**src/rtl/detect_event_logger.sv**
```systemverilog
// Event logger for the sequence detector flags: saturating per-flag counters,
// a free-running timestamp, and a first-word-fall-through FIFO of tagged timestamps.
module detect_event_logger #(
  parameter int TS_W  = 16,
  parameter int DEPTH = 8,
  parameter int CNT_W = 8
) (
  input  logic                       clk,
  input  logic                       res,
  input  logic                       F0,
  input  logic                       F1,
  input  logic                       clr,
  input  logic                       rd_ready,
  output logic                       rd_valid,
  output logic [TS_W+1:0]            rd_data,
  output logic [CNT_W-1:0]           cnt0,
  output logic [CNT_W-1:0]           cnt1,
  output logic [$clog2(DEPTH):0]     level,
  output logic                       overflow
);

  localparam int PTR_W = $clog2(DEPTH);
  localparam int LVL_W = PTR_W + 1;
  localparam int ENT_W = TS_W + 2;

  logic [TS_W-1:0]  ts_q, ts_d;
  logic [CNT_W-1:0] cnt0_q, cnt0_d, cnt1_q, cnt1_d;
  logic [LVL_W-1:0] level_q, level_d;
  logic [PTR_W-1:0] wr_ptr_q, wr_ptr_d, rd_ptr_q, rd_ptr_d;
  logic             overflow_q, overflow_d;
  logic [ENT_W-1:0] mem_q [DEPTH];
  logic [ENT_W-1:0] mem_d [DEPTH];

  logic event_s, full_s, empty_s, pop_s, push_s;

  // Next-state logic: a pop in the same cycle frees the slot a full-FIFO write needs.
  always_comb begin
    event_s    = F0 | F1;
    full_s     = (level_q == LVL_W'(DEPTH));
    empty_s    = (level_q == {LVL_W{1'b0}});
    pop_s      = !empty_s && rd_ready;
    push_s     = event_s && (!full_s || pop_s);
    ts_d       = ts_q + TS_W'(1'b1);
    cnt0_d     = cnt0_q;
    cnt1_d     = cnt1_q;
    level_d    = level_q;
    wr_ptr_d   = wr_ptr_q;
    rd_ptr_d   = rd_ptr_q;
    overflow_d = overflow_q;
    mem_d      = mem_q;
    if (clr) begin
      ts_d       = {TS_W{1'b0}};
      cnt0_d     = {CNT_W{1'b0}};
      cnt1_d     = {CNT_W{1'b0}};
      level_d    = {LVL_W{1'b0}};
      wr_ptr_d   = {PTR_W{1'b0}};
      rd_ptr_d   = {PTR_W{1'b0}};
      overflow_d = 1'b0;
    end else begin
      if (F0 && (cnt0_q != {CNT_W{1'b1}})) begin
        cnt0_d = cnt0_q + CNT_W'(1'b1);
      end else begin
        cnt0_d = cnt0_q;
      end
      if (F1 && (cnt1_q != {CNT_W{1'b1}})) begin
        cnt1_d = cnt1_q + CNT_W'(1'b1);
      end else begin
        cnt1_d = cnt1_q;
      end
      if (push_s) begin
        mem_d[wr_ptr_q] = {F1, F0, ts_q};
        wr_ptr_d        = wr_ptr_q + PTR_W'(1'b1);
      end else begin
        wr_ptr_d = wr_ptr_q;
      end
      if (pop_s) begin
        rd_ptr_d = rd_ptr_q + PTR_W'(1'b1);
      end else begin
        rd_ptr_d = rd_ptr_q;
      end
      case ({push_s, pop_s})
        2'b10:   level_d = level_q + LVL_W'(1'b1);
        2'b01:   level_d = level_q - LVL_W'(1'b1);
        default: level_d = level_q;
      endcase
      if (event_s && full_s && !pop_s) begin
        overflow_d = 1'b1;
      end else begin
        overflow_d = overflow_q;
      end
    end
  end

  // State registers with asynchronous reset.
  always_ff @(posedge clk or posedge res) begin
    if (res) begin
      ts_q       <= {TS_W{1'b0}};
      cnt0_q     <= {CNT_W{1'b0}};
      cnt1_q     <= {CNT_W{1'b0}};
      level_q    <= {LVL_W{1'b0}};
      wr_ptr_q   <= {PTR_W{1'b0}};
      rd_ptr_q   <= {PTR_W{1'b0}};
      overflow_q <= 1'b0;
      for (int i = 0; i < DEPTH; i++) begin
        mem_q[i] <= {ENT_W{1'b0}};
      end
    end else begin
      ts_q       <= ts_d;
      cnt0_q     <= cnt0_d;
      cnt1_q     <= cnt1_d;
      level_q    <= level_d;
      wr_ptr_q   <= wr_ptr_d;
      rd_ptr_q   <= rd_ptr_d;
      overflow_q <= overflow_d;
      mem_q      <= mem_d;
    end
  end

  assign rd_valid = (level_q != {LVL_W{1'b0}});
  assign rd_data  = mem_q[rd_ptr_q];
  assign cnt0     = cnt0_q;
  assign cnt1     = cnt1_q;
  assign level    = level_q;
  assign overflow = overflow_q;

endmodule

```
**config.mk**
```make
export PLATFORM = sky130hd
export DESIGN_NAME = detect_event_logger
export DESIGN_NICKNAME = d
export VERILOG_FILES = /design/src/rtl/detect_event_logger.sv
export SDC_FILE = /design/constraint.sdc
export NUM_CORES = 1
export LEC_CHECK = 0
export ABC_AREA = 1
export BUFFER_PORTS_ARGS = -buffer_cell sky130_fd_sc_hd__buf_2
export CAP_MARGIN = 25
export CORE_ASPECT_RATIO = 1.5
export CORE_MARGIN = 2
export CORE_UTILIZATION = 60
export DETAILED_ROUTE_END_ITERATION = 10
export HOLD_SLACK_MARGIN = 0.05
export PLACE_DENSITY = 0.77
export SETUP_SLACK_MARGIN = 0.05
export SLEW_MARGIN = 20
export SYNTH_ARGS = -nofsm -noshare
export SYNTH_HDL_FRONTEND = slang
export SYNTH_SLANG_ARGS = --single-unit
```
**constraint.sdc**
```tcl
create_clock -name clk -period 17 [get_ports clk]
set_clock_uncertainty 0.1 [all_clocks]
set_input_delay 0.85 -clock clk [delete_from_list [all_inputs] [get_ports clk]]
set_output_delay 0.85 -clock clk [all_outputs]
set_load 0.02 [all_outputs]
```
; Yosys cells after proc, flatten, opt, wreduce, memory -nomap -nowiden
; Cells that the tools add are included.
[totals]
reg_bits = 187
latch_bits = 0
ram_bits = 0
rom_bits = 0
in_bits = 6
output_inout_bits = 40
word_cells = 73
mem_count = 0
[op_classes]
n_addsub = 7
mul = 0
div = 0
magnitude_cmp = 3
eq_ne = 5
shifts = 0
muxes = 19
bitwise = 4
reduce_logical = 20
[op_table]
columns = operator, n
row1 = bitwise mux 144 bit, 1
row2 = binary-select mux 18 bit (select 3 bit), 1
row3 = demux 18 bit (select 3 bit), 1
row4 = 2-to-1 mux 18 bit, 3
row5 = 2-to-1 mux 8 bit, 4
row6 = "adder 16 x 1 -> 16 bit, second input constant", 1
row7 = "adder 8 x 1 -> 8 bit, second input constant", 2
row8 = 2-to-1 mux 16 bit, 1
row9 = "inequality test 8 bit, second input constant", 2
row10 = 2-to-1 mux 3 bit, 4
row11 = nonzero test 2 bit, 5
row12 = "greater-or-equal comparator 4 bit, second input constant", 2
row13 = NOT 3 -> 4 bit, 2
row14 = one-hot mux 4 bit (2 select lines), 1
row15 = logical AND 1 bit, 7
row16 = "adder 3 x 1 -> 3 bit, second input constant", 2
row17 = "adder 4 x 1 -> 4 bit, second input constant", 1
row18 = "== test 4 bit, second input constant", 1
row19 = logical NOT 4 bit, 1
row20 = "less-than comparator 4 x 1 -> 1 bit, second input constant", 1
row21 = 2-to-1 mux 4 bit, 1
row22 = nonzero test 4 bit, 1
row23 = "subtractor 4 x 1 -> 4 bit, second input constant", 1
row24 = logical NOT 1 bit, 3
row25 = 8 further kinds, 9

; Depth between registers and ports, before layout
[logic_depth]
ltp_word = 8
mapped_depth = 12
mapped_depth_nobuf = 12

; Worst setup path after synthesis
; No wires, ideal clock.
[synth_timing]
kind = reg-to-output
startpoint = register rd_ptr_q[0]
endpoint = output port rd_data[10]
arrival_time_ns = 1.576
required_time_ns = 16.050
path_slack_ns = 14.474
stages_incl_launch_ff = 10
path_buffers = 3
path_cell_list = dfrtp_1 > buf_2 > inv_2 > buf_2 > clkbuf_1 > a21oi_1 > o21ai_0 > nand2_1 > nor2_1 > a31oi_1
[synth_via]
elab_chain_cells = 4
[synth_rtl]
columns = element, line
row1 = from (decl), 29  ; logic [PTR_W-1:0] wr_ptr_q, wr_ptr_d, rd_ptr_q, rd_ptr_d;
row2 = from (signal assigned), 102  ; rd_ptr_q <= {PTR_W{1'b0}};
row3 = from (signal assigned), 113  ; rd_ptr_q <= rd_ptr_d;
row4 = NOT 3 -> 4 bit (implied by the code), 120  ; assign rd_data = mem_q[rd_ptr_q];
row5 = binary-select mux 18 bit (select 3 bit), 120
row6 = 2-to-1 mux 18 bit (implied by the code) (2 in a row), 120
row7 = to (decl), 15  ; output logic [TS_W+1:0] rd_data,
; Every way passes these cells. The select of a mux whose other input is x is not followed.

; Worst setup path after layout
[layout_timing]
startpoint = register rd_ptr_q[0]
endpoint = output port rd_data[4]
; Same word-level chain as after synthesis.

==> flow_summary.ini <==
[route]
ant_nets = 0
finalWirelength_um = 20300
wire_per_inst_um = 15.8
drc = 0
first_iter_violations = 360
num_vias = 7198
first_pass_iters = 10
via_per_inst = 5.59

[global_routing]
grt_pass1_vias = 6952
grt_max_degree = 107
antenna_found_initial = 0
track_usage_pct = 27.5
grt_pass1_wl_um = 33900
grt.overflow.total = 0

[setup_path]
cp-end-kind = output pin
crit_slowest_cell = buf_4
crit_path_start_kind = register
slowest_delay_ps = 660
crit_required_ps = 16050
cp_top_family = buffers and inverters
critical_path.max_fanout = 95
path_class = register to output pin
cp_cell_sequence = inv_2 -> buf_4 -> o21ai_0 -> nand2_1 -> nor2_1 -> a31oi_1 -> buf_2
worstPathArrival_ps = 2430
path_buf_inv = 3

[synthesis]
async_flop_share_pct = 100
syn_nets = 1083
syn_area_um2 = 8890
ys_ff_latch = 187
yosysTopAreaCellShare_pct = 52.6
avgSynthCellArea_um2 = 8.31
synth_top_area_cell = dfrtp_1
synth_cell_types = 34
synth-edff-count = 0
ys.flop_type = dfrtp_1
ys_seq_area_share_pct = 52.6
yosys_warnings = 0
synthesis.instances = 1070
synthTopCellsByArea = dfrtp_1, nand2_1, o21ai_0

[die]
io_pins = 46
die_y_um = 153
start_util_pct = 61.2
coreArea_um2 = 14500
num_rows = 54
die_area_um2 = 15800
die_w_um = 103

[final_layout]
antenna_cells = 0
area_growth_syn_to_layout_pct = 9.20
drive_above_1_share_pct = 9.90
nNetsFinal = 1091
final_core_util_pct = 66.8

[job]
drv_cap = 0

[cts]
cts-resized-gates = 0
clk_latency_ps = 430
cts_root_buffer = clkbuf_16
numCtsBuffers = 17
numClockSinks = 187
htreeDepth = 4
post_cts_buffers = 0
cts_tree = done
clk_pin_slew_worst_paths_ps = 70
clockBufferDepth = 2
holdBufCountCts = 0

[sta]
setup_viol = 0
rsz0062_at_grt = no
tightest_slew_ps = 937
slew_viol_final = 0
hold_viol = 0
fin_crit_ps = 3380
setup_tns_ps = 0
maxSlewHeadroom_pct = 37.4
finalCritPeriodShare_pct = 19.9
max_clock_freq_mhz = 296

[power]
seq_power_share_pct = 43.8
intPower_w = 0.000869
swShare_pct = 35.1
powerDensity_nw_per_um2 = 138
p_sw_w = 0.000469
clkPwrFrac_pct = 28.8
ir_worst_vdd_mv = 0.0737
pwr-share-comb_pct = 27.4
power.leakage_nw = 4.44

[placed_design]
port-buffer-count = 45
gp_congestion = 0.783
dp_hpwl_um = 12400

[status]
status = complete, no violations

[min_path]
holdCritPathClass = register to register
-- layout make-up --
cell class	count	area, um^2
inverter	122	465
timing repair buffer	53	289
fill	1246	4820
multi-input combinational	697	3460
clock inverter	14	129
tap	196	245
clock buffer	18	439
sequential	187	4680
-- metal layers --
| layer | global-route usage [%] | vias to the layer above | share of wire (%) |
|---|---|---|---|
| met4 | 9.65 | 0 | 2.1 |
| li1 | - | 3520 | - |
| met2 | 46.3 | 177 | 53 |
| met5 | 0 | - | 0 |
| met3 | 4.80 | 38 | 4.0 |
| met1 | 35.4 | 3463 | 41 |
-- stage by stage --
stage                     total power, W  worst slack, ps  instances  cell area, um^2  hold WS, ps
after floorplan                 0.000864            10960       1070             8890          348
after global routing             0.00142            13440       1287             9710          395
after CTS                        0.00135            13620       1287             9710          385
final                            0.00134            13620       1287             9710          383
after global placement          0.000952            14140       1255             9140          360
after detailed placement        0.000964            14080       1255             9140          368
-- flip-flops by register name, indices dropped and copies added (netlist names) --
signal	cells
level	4
rd_ptr_q	3
mem_q	144
cnt1	8
wr_ptr_q	3
cnt0	8
overflow	1
ts_q	16
-- power groups by stage --
stage | clock [W] | combinational (W) | sequential [W]
6_report | 0.000385 | 0.000366 | 0.000587
5_1_grt | 0.000405 | 0.000414 | 0.000598
4_1_cts | 0.000387 | 0.000370 | 0.000587
3_5_place_dp | 0 | 0.000368 | 0.000595
3_3_place_gp | 0 | 0.000360 | 0.000592
2_1_floorplan | 0 | 0.000276 | 0.000588
-- kinds of logic after synthesis --
kind of cell | after synthesis | synth area share (%)
AOI/OAI and AO/OA | 355 | 21.5
and+or+nand+nor | 329 | 15.9
DFF | 187 | 52.6
buffers and inverters | 186 | 8.43
adders and majority gates | 7 | 0.985
xor gates and xnor gates | 6 | 0.591
-- Yosys cell counts, types with 2 or more instances --
cell      instances
dfrtp_1         187
nand3_2           3
nand2_4           2
nand3_1          17
a21oi_1          90
nor3_4            2
buf_1             8
o21a_1           42
nand3b_1          2
nor3_1           11
inv_1           114
inv_2             5
o21ai_0         162
clkinv_1          3
nor2_4            3
a31oi_1          19
nand4_1           4
nor2_2            4
nor2_1           50
clkbuf_2          4
buf_4             5
clkbuf_1         25
nand2_1         226
buf_2            22
xor2_1            6
ha_1              7
o21ai_1          40
-- worst min-delay path, stage by stage, from the launching register on --
cell and delay [ps]:
dfrtp_1 340, nand2_1 50, o21ai_0 60
-- final timing paths --
check	start	end	slack [ps]	cells after the start
worst max-delay path	rd_ptr_q[0]	rd_data[4]	13620	7
worst min-delay path	mem_q[124]	mem_q[124]	380	2
worst max register to register	level[2]	mem_q[113]	14680	8
worst min register to register	mem_q[124]	mem_q[124]	380	2
max in group asynchronous	res	mem_q[18]	15110	3
min in group asynchronous	res	mem_q[97]	430	2
-- layout by cell type, fill, tap and decap left out, types with 5 or more instances in the layout --
| cell type | instances |
|---|---|
| o21ai_0 | 162 |
| inv_2 | 5 |
| inv_8 | 5 |
| dfrtp_1 | 187 |
| clkbuf_16 | 17 |
| nor3_1 | 11 |
| ha_1 | 7 |
| xor2_1 | 6 |
| inv_1 | 113 |
| o21ai_1 | 40 |
| a31oi_1 | 19 |
| nand3_1 | 17 |
| buf_4 | 7 |
| nor2_1 | 50 |
| nand2_1 | 226 |
| buf_2 | 45 |
| a21oi_1 | 90 |
| o21a_1 | 42 |
No activity file was read; power rests on OpenSTA's default activity.
